### config.mk
export PLATFORM = sky130hd
export DESIGN_NAME = alu_seq
export DESIGN_NICKNAME = d
export VERILOG_FILES = /design/src/rtl/alu_seq.sv
export SDC_FILE = /design/constraint.sdc
export NUM_CORES = 1
export LEC_CHECK = 0
export BUFFER_PORTS_ARGS = -buffer_cell sky130_fd_sc_hd__buf_2
export CORE_ASPECT_RATIO = 1.4
export CORE_MARGIN = 5
export CORE_UTILIZATION = 40
export DETAILED_ROUTE_END_ITERATION = 12
export GPL_ROUTABILITY_DRIVEN = 1
export HOLD_SLACK_MARGIN = 0.03
export REMOVE_ABC_BUFFERS = 1
export SLEW_MARGIN = 25
export SYNTH_ARGS = -nofsm -noshare
export SYNTH_HDL_FRONTEND = slang
export SYNTH_SLANG_ARGS = --single-unit
### constraint.sdc
create_clock -name clk -period 2.43 [get_ports clk]
set_clock_uncertainty 0.15 [all_clocks]
set_input_delay 0.1215 -clock clk [delete_from_list [all_inputs] [get_ports clk]]
set_output_delay 0.1215 -clock clk [all_outputs]
set_load 0.005 [all_outputs]
### src/rtl/alu_seq.sv
// alu_seq: handshaked ALU with fixed-latency logic/add ops and bit-serial shift/rotate.
// Define ALU_SEQ_LED_EN to toggle the leds indicator on every invalid command.
module alu_seq #(
    parameter int unsigned WIDTH          = 8,
    parameter string       INPUT_PRIORITY = "A",
    parameter string       FULL_ADDER     = "ON",
    parameter int unsigned LED_W          = 16
) (
    input  logic                      clk,
    input  logic                      rst,
    input  logic                      in_valid,
    output logic                      in_ready,
    input  logic [2:0]                opcode,
    input  logic signed [WIDTH-1:0]   A,
    input  logic signed [WIDTH-1:0]   B,
    input  logic                      cin,
    input  logic                      serial_in,
    input  logic                      direction,
    input  logic                      red_op_A,
    input  logic                      red_op_B,
    input  logic                      bypass_A,
    input  logic                      bypass_B,
    input  logic [$clog2(WIDTH)-1:0]  shamt,
    output logic                      out_valid,
    input  logic                      out_ready,
    output logic signed [WIDTH-1:0]   out,
    output logic                      carry_out,
    output logic                      err,
    output logic [LED_W-1:0]          leds
);

    localparam int unsigned SW      = $clog2(WIDTH);
    localparam bit          PRIO_B  = (INPUT_PRIORITY == "B");
    localparam bit          ADD_CIN = (FULL_ADDER == "ON");

    typedef enum logic [1:0] {IDLE, EXEC, SHIFT, DONE} state_t;

    state_t             r_state;
    logic [2:0]         r_op;
    logic [WIDTH-1:0]   r_a;
    logic [WIDTH-1:0]   r_b;
    logic [WIDTH-1:0]   r_work;
    logic [SW-1:0]      r_cnt;
    logic               r_cin;
    logic               r_sin;
    logic               r_dir;
    logic               r_red_a;
    logic               r_red_b;
    logic               r_byp_a;
    logic               r_byp_b;

    logic               w_invalid;
    logic               w_bypass;
    logic               w_multi;
    logic               w_red_bit;
    logic               w_fill;
    logic               w_carry;
    logic [WIDTH-1:0]   w_red_src;
    logic [WIDTH-1:0]   w_result;
    logic [WIDTH-1:0]   w_shifted;
    logic [WIDTH:0]     w_sum;

    assign in_ready  = (r_state == IDLE) && !rst;
    assign out_valid = (r_state == DONE);

    // Result of the captured command for the EXEC cycle
    always_comb begin
        w_invalid = ((r_red_a | r_red_b) & (r_op[1] | r_op[2])) | (r_op == 3'd6) | (r_op == 3'd7);
        w_bypass  = r_byp_a | r_byp_b;
        w_multi   = !w_invalid && !w_bypass && ((r_op == 3'd4) || (r_op == 3'd5)) && (r_cnt != '0);
        w_red_src = (r_red_b && (!r_red_a || PRIO_B)) ? r_b : r_a;
        w_sum     = {1'b0, r_a} + {1'b0, r_b} + {{WIDTH{1'b0}}, (ADD_CIN & r_cin)};
        w_red_bit = 1'b0;
        w_result  = '0;
        w_carry   = 1'b0;
        case (r_op)
            3'd0:    w_red_bit = |w_red_src;
            3'd1:    w_red_bit = ^w_red_src;
            3'd2:    w_red_bit = &w_red_src;
            default: w_red_bit = 1'b0;
        endcase
        if (!w_invalid) begin
            if (w_bypass) begin
                w_result = (r_byp_b && (!r_byp_a || PRIO_B)) ? r_b : r_a;
            end else if (r_red_a | r_red_b) begin
                w_result = {{(WIDTH-1){1'b0}}, w_red_bit};
            end else begin
                case (r_op)
                    3'd0:    w_result = r_a & r_b;
                    3'd1:    w_result = r_a | r_b;
                    3'd2:    w_result = r_a ^ r_b;
                    3'd3: begin
                        w_result = w_sum[WIDTH-1:0];
                        w_carry  = w_sum[WIDTH];
                    end
                    default: w_result = r_a;
                endcase
            end
        end
    end

    // One-bit shift step; opcode bit 0 distinguishes rotate from shift
    always_comb begin
        w_fill    = 1'b0;
        w_shifted = '0;
        if (r_dir) begin
            w_fill    = r_op[0] ? r_work[WIDTH-1] : r_sin;
            w_shifted = {r_work[WIDTH-2:0], w_fill};
        end else begin
            w_fill    = r_op[0] ? r_work[0] : r_sin;
            w_shifted = {w_fill, r_work[WIDTH-1:1]};
        end
    end

    always_ff @(posedge clk or posedge rst) begin
        if (rst) begin
            r_state   <= IDLE;
            r_op      <= '0;
            r_a       <= '0;
            r_b       <= '0;
            r_work    <= '0;
            r_cnt     <= '0;
            r_cin     <= 1'b0;
            r_sin     <= 1'b0;
            r_dir     <= 1'b0;
            r_red_a   <= 1'b0;
            r_red_b   <= 1'b0;
            r_byp_a   <= 1'b0;
            r_byp_b   <= 1'b0;
            out       <= '0;
            carry_out <= 1'b0;
            err       <= 1'b0;
        end else begin
            case (r_state)
                IDLE: begin
                    if (in_valid) begin
                        r_op    <= opcode;
                        r_a     <= A;
                        r_b     <= B;
                        r_work  <= A;
                        r_cnt   <= shamt;
                        r_cin   <= cin;
                        r_sin   <= serial_in;
                        r_dir   <= direction;
                        r_red_a <= red_op_A;
                        r_red_b <= red_op_B;
                        r_byp_a <= bypass_A;
                        r_byp_b <= bypass_B;
                        r_state <= EXEC;
                    end
                end
                EXEC: begin
                    if (w_multi) begin
                        r_state <= SHIFT;
                    end else begin
                        out       <= w_result;
                        carry_out <= w_carry;
                        err       <= w_invalid;
                        r_state   <= DONE;
                    end
                end
                SHIFT: begin
                    r_work <= w_shifted;
                    r_cnt  <= r_cnt - SW'(1);
                    if (r_cnt == SW'(1)) begin
                        out       <= w_shifted;
                        carry_out <= 1'b0;
                        err       <= 1'b0;
                        r_state   <= DONE;
                    end
                end
                DONE: begin
                    if (out_ready) begin
                        r_state <= IDLE;
                    end
                end
                default: r_state <= IDLE;
            endcase
        end
    end

`ifdef ALU_SEQ_LED_EN
    logic [LED_W-1:0] r_leds;

    always_ff @(posedge clk or posedge rst) begin
        if (rst) begin
            r_leds <= '0;
        end else if ((r_state == EXEC) && w_invalid) begin
            r_leds <= ~r_leds;
        end
    end

    assign leds = r_leds;
`else
    assign leds = '0;
`endif

endmodule

; Word-level counts from Yosys, hierarchy flattened
; Cells that the tools add are included.
[word_totals]
ff_bits = 49
in_bits = 33
out_inout_bits = 28
elab_cells = 98
[op_classes]
addsub = 3
n_eq_ne = 15
muxes = 31
bitwise = 9
reduce_logical = 24
[ops]
columns = operator, count
row1 = 8-bit two-way mux, 9
row2 = 8-bit case mux with 2 select lines, 2
row3 = 8-bit case mux with 4 select lines, 1
row4 = "3-bit == test, second input constant", 4
row5 = 1-bit two-way mux, 10
row6 = 8-bit by 8-bit adder with 9-bit output, 1
row7 = 9-bit by 1-bit adder with 9-bit output, 1
row8 = 8-bit bitwise AND, 1
row9 = 8-bit bitwise OR, 1
row10 = 2-bit case mux with 4 select lines, 1
row11 = 8-bit AND reduction, 1
row12 = 8-bit OR reduction, 1
row13 = 8-bit parity, 1
row14 = 8-bit XOR, 1
row15 = "3-bit by 1-bit == test with 1-bit output, second input constant", 2
row16 = "3-bit by 2-bit == test with 1-bit output, second input constant", 2
row17 = 1-bit logical AND, 6
row18 = 2-bit two-way mux, 3
row19 = "2-bit inequality test, second input constant", 3
row20 = 3-bit case mux with 2 select lines, 1
row21 = 3-bit AND reduction, 2
row22 = 1-bit zero test, 5
row23 = 1-bit bitwise OR, 5
row24 = "2-bit == test, second input constant", 2
row25 = other kinds (13), 16

; Longest topological paths before layout
; Gate-level depths: netlist of run 1.
[logic_depth]
word_depth = 10
ltp_mapped = 10
ltp_nobuf = 9

; Worst setup path before layout of run 1
; No wires, ideal clock.
[synth_timing]
kind = register to register
startpoint = register r_red_b
endpoint = register out[0]
setup_ns = 0.065
arrival_time_ns = 2.342
required_ns = 2.215
path_slack_ns = -0.127
path_stages_with_launch = 10
path_buffers = 1
synth_period_minus_slack_ns = 2.557
cell_sequence = dfrtp_1 -> or2b_1 -> clkbuf_1 -> o21a_1 -> ha_1 -> xnor2_1 -> xnor2_1 -> or3_1 -> a311o_1 -> nand2_1
[synth_between]
elab_chain_cells = 10
elab_cells_between_ends = 21
classes_between = 1 x eq/ne / 7 x mux / 4 x bitwise / 9 x reduce/logical
[synth_lines]
columns = element, line
row1 = "start, declared", 48  ; logic r_red_b;
row2 = "start signal, assigned", 146  ; r_red_b <= red_op_B;
row3 = branches (longest 10 deep; another with 8-bit two-way mux), --
row4 = "end signal, assigned", 156  ; out <= w_result;
row5 = "end signal, assigned", 166  ; out <= w_shifted;
row6 = "end, declared", 26  ; output logic signed [WIDTH-1:0] out,
; Parallel ways; which one is timed is not known. The select of a mux whose other input is x is not followed.
; A chain may end at the register's enable or synchronous reset.

; Worst setup path in the final report of run 1
[layout_timing]
startpoint = register r_red_a
endpoint = register out[0]
[layout_between]
elab_chain_cells = 10
elab_cells_between_ends = 22
classes_between = 1 x eq/ne / 7 x mux / 4 x bitwise / 10 x reduce/logical
[layout_lines]
columns = element, line
row1 = "start, declared", 47  ; logic r_red_a;
row2 = "start signal, assigned", 145  ; r_red_a <= red_op_A;
row3 = 1-bit zero test or 1-bit bitwise OR (tied branches), "71, 68, 85"
row4 = 1-bit logical AND or 1-bit bitwise AND (tied branches), "71, 68"
row5 = 8-bit two-way mux or 1-bit bitwise OR (tied branches), "71, 68"
row6 = "8-bit AND reduction, or another cell as far along", 79  ; 3'd2: w_red_bit = &w_red_src;
row7 = 1-bit case mux with 3 select lines or 1-bit zero test (tied branches), --
row8 = 8-bit two-way mux or 1-bit logical AND (tied branches), "85, 70"
row9 = 8-bit two-way mux or 1-bit logical AND (tied branches), "83, 70"
row10 = 8-bit two-way mux or 1-bit logical AND (tied branches), "82, 70"
row11 = 8-bit two-way mux or 2-bit inequality test (tied branches), --
row12 = 8-bit case mux with 2 select lines or 3-bit AND reduction (tied branches), --
; Parallel ways exist; a longest one is shown, timed or not. The select of a mux whose other input is x is not followed.

==> results of run 1 <==
==> power groups by stage <==
stage,Combinational (mW),Sequential (mW),Clock [mW]
floorplan,2.76,1.65,0
global placement,3.95,1.69,0
detailed placement,4.08,1.71,0
CTS,4.18,1.69,0.934
global route,4.81,1.76,0.960
finish,4.31,1.71,0.918
==> cell type report <==
| class | instances | area share |
|---|---|---|
| Sequential cell | 49 | 0.2611 |
| Clock inverter | 3 | 0.01465 |
| Clock buffer | 5 | 0.02664 |
| Timing Repair Buffer | 103 | 0.1572 |
| Tap cell | 107 | 0.02850 |
| Multi-Input combinational cell | 299 | 0.4816 |
| Inverter | 38 | 0.03037 |
==> cell usage after synthesis, types with 4 or more instances <==
library cell  instances
buf_4                17
nand3_1               5
ha_1                 31
o21a_1                8
mux2_2               32
xnor2_1               4
nor2b_1               5
nand2b_1              8
o21ai_0              23
nand2_1              36
inv_1                38
a21oi_1              25
mux2i_1              15
o31ai_1               5
nand3b_1              4
a211oi_1              5
dfrtp_1              49
nor2_1               16
clkbuf_1             11
==> cells in the final DEF, fill, tap and decap left out, types with 7 or more instances in the layout <==
cell type	synthesis	final
o21ai_1	3	7
nand2_1	36	36
dfrtp_1	49	49
a21oi_1	25	24
conb_1	1	16
mux2_2	32	32
ha_1	31	31
o21a_1	8	8
buf_2	3	44
mux2i_1	15	15
buf_4	17	29
nand2b_1	8	8
inv_1	38	36
nor2_1	16	16
dlygate4sd3_1	0	30
o21ai_0	23	19
==> through the flow <==
step           setup TNS [ps]    util
2_1_floorplan          -42.98       -
3_3_place_gp           -16.96  0.4572
3_5_place_dp           -234.7  0.4572
4_1_cts                -10.23  0.5127
5_1_grt                -80.34  0.5173
6_report               -2.055  0.5173
==> worst reg2reg max path: cells and delay by family (launching register included) <==
kind | cells | cell delay, ps
fa+ha+maj | 1 | 330
compound gates | 2 | 520
flops | 1 | 410
simple gates | 3 | 680
xor+xnor | 2 | 280
==> state kept, by name, indices dropped and copies added (netlist names) <==
signal     flops
r_red_a        1
r_dir          1
r_byp_a        1
r_red_b        1
r_cnt          3
r_b            8
r_cin          1
r_a            8
r_sin          1
r_op           3
r_byp_b        1
carry_out      1
r_work         8
out            8
r_state        2
err            1
==> layer usage <==
layer,vias up,track usage
met1,1574,0.2067
met5,-,0
met3,21,0.01994
met2,97,0.3418
li1,1571,-
met4,0,0.07815
==> kinds of logic (layout without fill, tap and decap cells) <==
kind of cell | Yosys count | after routing | share of synthesized area
other | 1 | 16 | 0.001005
xor gates and xnor gates | 5 | 5 | 0.01174
DFF | 49 | 49 | 0.3287
muxes | 48 | 48 | 0.1399
adders and majority gates | 33 | 33 | 0.1147
and+or+nand+nor | 95 | 96 | 0.1342
buffers and inverters | 71 | 149 | 0.09158
AOI/OAI and AO/OA | 101 | 101 | 0.1781
==> how the worst min path moves through the flow <==
| stage | depth (start not counted) | slack, ps | from | endpoint |
|---|---|---|---|---|
| finish | 5 | 150 | in_valid | r_state[1] |
| global placement | 2 | 30 | rst | err |
| floorplan | 1 | 120 | A[0] | r_a[0] |
| global route | 5 | 200 | in_valid | r_state[1] |
| detailed placement | 2 | 50 | rst | carry_out |
| CTS | 5 | 150 | in_valid | r_state[1] |
==> timing repair <==
item                                    in CTS  in global routing
gates cloned                                 0                  1
gates resized for setup                      7                  7
pin swaps                                    1                  2
hold endpoints to repair                    56                  0
buffers inserted                             0                  1
hold buffers                                30                  0
endpoints found under the setup margin       4                  7
==> reports/results.txt, run 1 <==
CP bufs+invs = 0
post-synthesis sequential area ratio = 0.3287
Final setup viols = 1
Die Span X = 91.61 µm
die area = 11380 µm²
vias in the first global route = 3474
Crit path depth = 8
Met2 Wirelength = 5.454 mm
Comb power frac = 0.622
Seq pwr share = 0.246
maximum VDD drop = 0.6826 mV
drt wl/cell = 16.88 µm
fin crit share = 1.001
synthesized flop and latch total = 49
Via Count = 3263
Syn Std Cell Area = 3730 µm²
area grow syn2layout = 25.93%
Synth Area per Inst = 9.255 µm²
placed cells = 564
cell internal pwr = 3.899 mW
Post-synth EDFFs = 0
core footprint = 9080 µm²
IO Pins = 61
Final Critical Period = 2432 ps
status = finished, violations left
Slew Limit Fails = 0
failing checks = setup timing
final hold violation count = 0
Leak Pwr = 2.243 nW
Distinct cells, synth = 62
Initial DRC Count = 189
clock sinks = 49
Slowest-stage cell, CP = dfrtp_1
H-tree levels = 2
DR WL met3 = 371 µm
met1 WL = 4.055 mm
clock buffer depth = 2
routed wire length = 10.20 mm
Sw Ratio = 0.4382
initial antenna violation count = 0
global-route wire length before repair = 16.87 mm
cells along the critical path = or2b_4 > o21a_1 > ha_1 > xnor2_2 > xnor2_1 > or3_1 > a311o_1 > nand2_1
Relative slew margins = 0.5783
Syn Inst Count = 403
Slowest Stage Delay on Critical Path = 410 ps
Worst setup startpoint = r_red_a
reg2reg path depth = 8
Synth top area share = 0.3287
TritonCTS clock tree = done
Pwr per Cell Area = 1478 nW/µm²
Setup WS pre-CTS = -163.4 ps
Post-synth ARST share = 1.000
Sw Pwr = 3.042 mW
maxcap violations = 0
Primary FF master, synth = dfrtp_1
Post-Layout Cell Count = 604
die height = 124.3 µm
FF-to-FF End = out[0]
reg2reg setup slack = -2 ps
Crit Path Class = reg2reg
Initial Utilization = 0.4108
share of layout cells above drive strength 1 = 0.2616
crit path launch type = flip-flop
Synth area leader = dfrtp_1
# DRC = 0
RSZ-0062 raised after global routing = true
clk_lat worst skew = 300 ps
largest cells by area after synthesis = dfrtp_1 (33%), ha_1 (10%), mux2_2 (9.7%), mux2i_1 (4.0%), inv_1 (3.8%)
Global Route Usage Sum = 0.1835
crit path to = out[0]
arrival time worst endpoint = 2520 ps
Hold WS = 150.1 ps
GRT overflow = 0
drt pass-1 iters = 5
Detail Placement HPWL = 7.805 mm
Power, Total = 6.941 mW
Worst-Margin Slew = 632.6 ps
Clock Power Share = 0.132
Max Freq = 0.4112 GHz
Crit Path Max Fanout = 8
final net count = 562
Num CTS Buffers = 5
max layer used = met4
Hold Crit Class = in2reg
Vias/cell = 5.402
YS warnings = 0
storage element area = 1226 µm²
site row count = 41
Routed Antenna Nets = 0
CP required = 2510 ps
diode count = 0
area post-placement = 4151 µm²
critical path's top delay family = simple AND/OR/NAND/NOR gates
fillcell total = 836
final setup margin = -2.055 ps
post-route design area = 4697 µm²
root buffer cell = clkbuf_16
largest net degree at the start of global routing = 28
crit end category = flip-flop
number of I/O port buffers = 44
Reg clk slew, reported paths = 70 ps
area occupied by multi-input gates = 2262 µm²
worst r2r src = r_red_a
Final Wtd Congestion = 0.9487
Power figures use the tool's default switching activity.
==> run 2: changes to the inputs <==
CTS_BUF_LIST = sky130_fd_sc_hd__clkbuf_2 sky130_fd_sc_hd__clkbuf_4 sky130_fd_sc_hd__clkbuf_8   (was unset)
RECOVER_POWER = 100   (was unset)
==> reports/results.txt, run 2 (synthesis results as in run 1) <==
vias in the first global route = 3440 (-0.98%)
root buffer cell = clkbuf_8
reg2reg path depth = 8 (unchanged)
Post-Layout Cell Count = 604 (unchanged)
most used routing layer = met2
Pwr per Cell Area = 1453 nW/µm² (-1.7%)
share of layout cells above drive strength 1 = 0.2374 (-0.02414)
final setup margin = -2.087 ps (-0.03242 ps)
GRT overflow = 0 (unchanged)
Relative slew margins = 0.3995 (-0.1787)
Final setup viols = 1 (unchanged)
met2 Usage GRT = 0.3345 (-0.007318)
area occupied by multi-input gates = 2270 µm² (+0.33%)
Hold WS = 128.3 ps (-21.80 ps)
Global Route Usage Sum = 0.1804 (-0.003109)
Leak Pwr = 2.188 nW (-2.5%)
diode count = 0 (unchanged)
Vias/cell = 5.414 (+0.21%)
clock buffer depth = 2 (unchanged)
RSZ-0062 raised after global routing = true
Final Wtd Congestion = 0.9487 (unchanged)
fin crit share = 1.001 (about the same)
Worst-Margin Slew = 899.7 ps (+267.1 ps)
routed wire length = 10.11 mm (-0.85%)
Reg clk slew, reported paths = 90 ps (+20 ps)
initial antenna violation count = 0 (unchanged)
fillcell total = 847 (+1.3%)
Final Critical Period = 2432 ps (+0.03242 ps)
status = finished, violations left
global-route wire length before repair = 16.67 mm (-1.2%)
site row count = 41 (unchanged)
drt pass-1 iters = 5 (unchanged)
number of I/O port buffers = 44 (unchanged)
Hold Crit Class = in2reg
crit path launch type = flip-flop
final net count = 562 (unchanged)
H-tree levels = 2 (unchanged)
Crit Path Max Fanout = 8 (unchanged)
maximum VDD drop = 0.7750 mV (+14%)
Detail Placement HPWL = 7.805 mm (unchanged)
core footprint = 9080 µm² (unchanged)
placed cells = 564 (unchanged)
Num CTS Buffers = 5 (unchanged)
final hold violation count = 0 (unchanged)
# DRC = 0 (unchanged)
Crit Path Class = reg2reg
Initial Utilization = 0.4108 (unchanged)
met1 Usage GRT = 0.2079 (+0.001204)
Via Count = 3270 (+0.21%)
Hold Crit Depth = 5 (unchanged)
drt wl/cell = 16.74 µm (-0.85%)
crit end category = flip-flop
commonest non-fill, non-tap cells in the layout = dfrtp_1 (49), inv_1 (38), buf_2 (37), nand2_1 (36)
failing checks = setup timing
Max Freq = 0.4112 GHz (about the same)
arrival time worst endpoint = 2540 ps (+20 ps)
clk_lat worst skew = 310 ps (about the same)
storage element area = 1226 µm² (unchanged)
area grow syn2layout = 23.95%
Die Span X = 91.61 µm (unchanged)
die height = 124.3 µm (unchanged)
most common cell after layout, fill and taps aside = dfrtp_1
die area = 11380 µm² (unchanged)
largest net degree at the start of global routing = 28 (unchanged)
clock sinks = 49 (unchanged)
CP required = 2540 ps (+30 ps)
M3 GR Usage = 0.01934 (-0.0006042)
maxcap violations = 0 (unchanged)
post-route core utilization = 0.5092 (-0.008130)
Routed Antenna Nets = 0 (unchanged)
Initial DRC Count = 216 (+14%)
Slew Limit Fails = 0 (unchanged)
TritonCTS clock tree = done
IO Pins = 61 (unchanged)
-- run 2: cell types whose count changed in the layout (fill, tap and decap cells not counted), sizes merged --
| cell | change |
|---|---|
| clkbuf | +13 |
| buf | -13 |
-- run 2: area by class of cell --
cell class | count | share of cell area
well taps | 107 | 0.02896
repair buffers | 103 | 0.1543
clock buffers | 5 | 0.01488
inverters | 38 | 0.03085
clock inverters | 3 | 0.01488
flip-flops and latches | 49 | 0.2652
multi-input cells | 299 | 0.4909
-- run 2: routing by layer --
layer | routed length, µm | share of wire
met5 | 0 | 0
met4 | 246 | 0.024
met3 | 374 | 0.037
met2 | 5409 | 0.54
met1 | 4078 | 0.40
-- run 2: stage by stage --
step	worst slack (ps)	total power, mW	setup TNS [ps]	area, µm²
after global routing	-84.75	7.307	-87.68	4623
after floorplan	-33.35	4.407	-42.98	3587
after CTS	-18.85	6.593	-18.85	4599
after detailed placement	-163.4	5.785	-234.7	4151
after global placement	-16.96	5.645	-16.96	4151
final	-2.087	6.719	-2.087	4623
-- run 2: power breakdown --
| group | internal, mW | leakage, nW | switching (mW) |
|---|---|---|---|
| Combinational | 2.07 | 1.53 | 2.23 |
| Sequential | 1.22 | 0.593 | 0.486 |
| Clock | 0.414 | 0.0687 | 0.295 |
-- run 2: final timing paths --
kind | endpoint | slack (ps) | from
setup / recovery | out[0] | -2 | r_red_a
hold / removal | r_state[1] | 130 | in_valid
setup reg to reg | out[0] | -2 | r_red_a
hold reg to reg | r_cnt[1] | 350 | r_cnt[1]
max in group asynchronous | r_a[7] | 760 | rst
min in group asynchronous | carry_out | 390 | rst
-- run 2: critical path, cell delays in order (launching register included) --
cell and delay (ps):
dfrtp_1 420, or2b_4 300, o21a_1 200, ha_1 330
xnor2_2 160, xnor2_1 120, or3_1 310, a311o_1 320
nand2_1 60
-- run 2: what timing repair did --
| item | in CTS | in global routing |
|---|---|---|
| pin swaps | 1 | 4 |
| hold buffers | 30 | 0 |
| cloned | 0 | 1 |
| endpoints found under the setup margin | 4 | 6 |
| resized for setup | 7 | 7 |
| setup buffers | 0 | 1 |
| hold endpoints to repair | 57 | 0 |
==> run 3: changes to the inputs <==
CORE_UTILIZATION = 39   (was 40)
clock period = 2.8 ns   (was 2.43 ns; I/O delays follow)
==> reports/results.txt, run 3 (synthesis results as in run 1) <==
status = finished clean
Detail Placement HPWL = 7.224 mm (-7.4%)
Crit Path Class = reg2reg
core footprint = 9407 µm² (+3.6%)
Leak Pwr = 2.065 nW (-5.6%)
storage element area = 1226 µm² (unchanged)
IO Pins = 61 (unchanged)
crit end category = flip-flop
Final Wtd Congestion = 0.9395 (-0.97%)
post-cts gate resize count = 0 (-7)
routed wire length = 9.423 mm (-6.8%)
drt pass-1 iters = 5 (unchanged)
TritonCTS clock tree = done
site row count = 42 (+2.4%)
diode count = 0 (unchanged)
Post-CTS Setup Repair Bufs = 0 (unchanged)
Final Critical Period = 2671 ps (+239.1 ps)
initial antenna violation count = 0 (unchanged)
die height = 125.7 µm (+1.2%)
Worst-Margin Slew = 1047 ps (+146.9 ps)
final setup margin = 128.8 ps (+130.9 ps)
# DRC = 0 (unchanged)
most common cell after layout, fill and taps aside = dfrtp_1
clk_lat worst skew = 310 ps (about the same)
Hold WS = 128.5 ps (+0.1510 ps)
Initial DRC Count = 225 (+4.2%)
Hold Crit Class = in2reg
final hold violation count = 0 (unchanged)
Via Count = 3139 (-4.0%)
final net count = 544 (-3.2%)
setup TNS = 0 ps (+2.087 ps)
clock buffer depth = 2 (unchanged)
die area = 11650 µm² (+2.3%)
area occupied by multi-input gates = 2212 µm² (-2.5%)
Max Freq = 0.3744 GHz (-9.0%)
fillcell total = 899 (+6.1%)
Vias/cell = 5.338 (-1.4%)
largest net degree at the start of global routing = 28 (unchanged)
share of layout cells above drive strength 1 = 0.1904 (-0.04705)
H-tree levels = 2 (unchanged)
clock sinks = 49 (unchanged)
vias in the first global route = 3221 (-6.4%)
global-route wire length before repair = 15.89 mm (-4.7%)
maximum VDD drop = 0.5660 mV (-27%)
Routed Antenna Nets = 0 (unchanged)
Pwr per Cell Area = 1191 nW/µm² (-18%)
CP required = 2830 ps (+290 ps)
Reg clk slew, reported paths = 90 ps (about the same)
Setup WS pre-CTS = 153.7 ps (+317.1 ps)
root buffer cell = clkbuf_8
Num CTS Buffers = 5 (unchanged)
RSZ-0062 raised after global routing = false
maxcap violations = 0 (unchanged)
Final setup viols = 0 (-1)
Relative slew margins = 0.3015 (-0.09805)
Die Span X = 92.65 µm (+1.1%)
number of I/O port buffers = 44 (unchanged)
Global Route Usage Sum = 0.1685 (-0.01190)
Initial Utilization = 0.3965 (-0.01426)
post-route core utilization = 0.4689 (-0.04029)
commonest non-fill, non-tap cells in the layout = dfrtp_1 (49), inv_1 (38), nand2_1 (36), buf_2 (36), mux2_2 (32)
Slew Limit Fails = 0 (unchanged)
drt wl/cell = 16.03 µm (-4.2%)
fin crit share = 0.9540 (-0.04687)
area grow syn2layout = 18.25%
arrival time worst endpoint = 2700 ps (+160 ps)
Crit Path Max Fanout = 4 (-4)
GRT overflow = 0 (unchanged)
crit path launch type = flip-flop
run 3: changes by cell type in the layout (fill, tap and decap cells not counted), moves of 2 or more:
| cell | change |
|---|---|
| o21ai_1 | -5 |
| o21ai_0 | +5 |
| fa_1 | +2 |
| or2b_4 | -2 |
| buf_4 | -15 |
| xnor2_2 | -2 |
| fa_2 | -2 |
| xnor2_1 | +2 |
run 3: area by class of cell:
cell class / instances / area share
inverter: 38 / 0.03234
sequential: 49 / 0.2780
tap: 110 / 0.03121
clock buffer: 5 / 0.01560
clock inverter: 2 / 0.007943
multi-input combinational: 298 / 0.5016
timing repair buffer: 86 / 0.1333
run 3: worst paths after layout:
kind / startpoint / endpoint / slack (ps) / cells after the start
setup / recovery: r_a[0] / out[4] / 130 / 8
hold / removal: in_valid / r_state[0] / 130 / 5
setup reg to reg: r_a[0] / out[4] / 130 / 8
hold reg to reg: r_cnt[1] / r_cnt[1] / 340 / 2
max in group asynchronous: rst / r_op[1] / 860 / 4
min in group asynchronous: rst / err / 480 / 3
run 3: layer usage:
layer  routed length [µm]  track usage  vias up
met3                  341      0.01671       11
met5                    0            0        -
li1                     -            -     1536
met2                 5039       0.3047       84
met1                 3859       0.2032     1508
met4                  183      0.06644        0
run 3: stage by stage:
| stage | cell area, µm² | power (mW) | std cells |
|---|---|---|---|
| after floorplan | 3587 | 3.824 | 385 |
| after global placement | 4035 | 4.687 | 551 |
| after detailed placement | 4035 | 4.756 | 551 |
| after CTS | 4439 | 5.310 | 588 |
| after global routing | 4410 | 5.780 | 588 |
| final | 4410 | 5.254 | 588 |
run 3: power by group:
part | switching, mW | internal, mW
Clock | 0.236 | 0.260
Sequential | 0.447 | 1.06
Combinational | 1.72 | 1.53
Total | 2.41 | 2.85
run 3: timing repair:
action                     in CTS  in global routing
hold endpoints to repair       60                  0
hold buffers                   30                  0
setup endpoints to repair       0                  0
run 3: worst max-delay path, stage by stage, from the launching register on:
cell,delay (ps)
dfrtp_1,410
inv_1,110
fa_1,470
fa_1,410
nand2b_1,160
a21oi_1,240
mux2_2,370
a21oi_1,140
o31ai_1,80
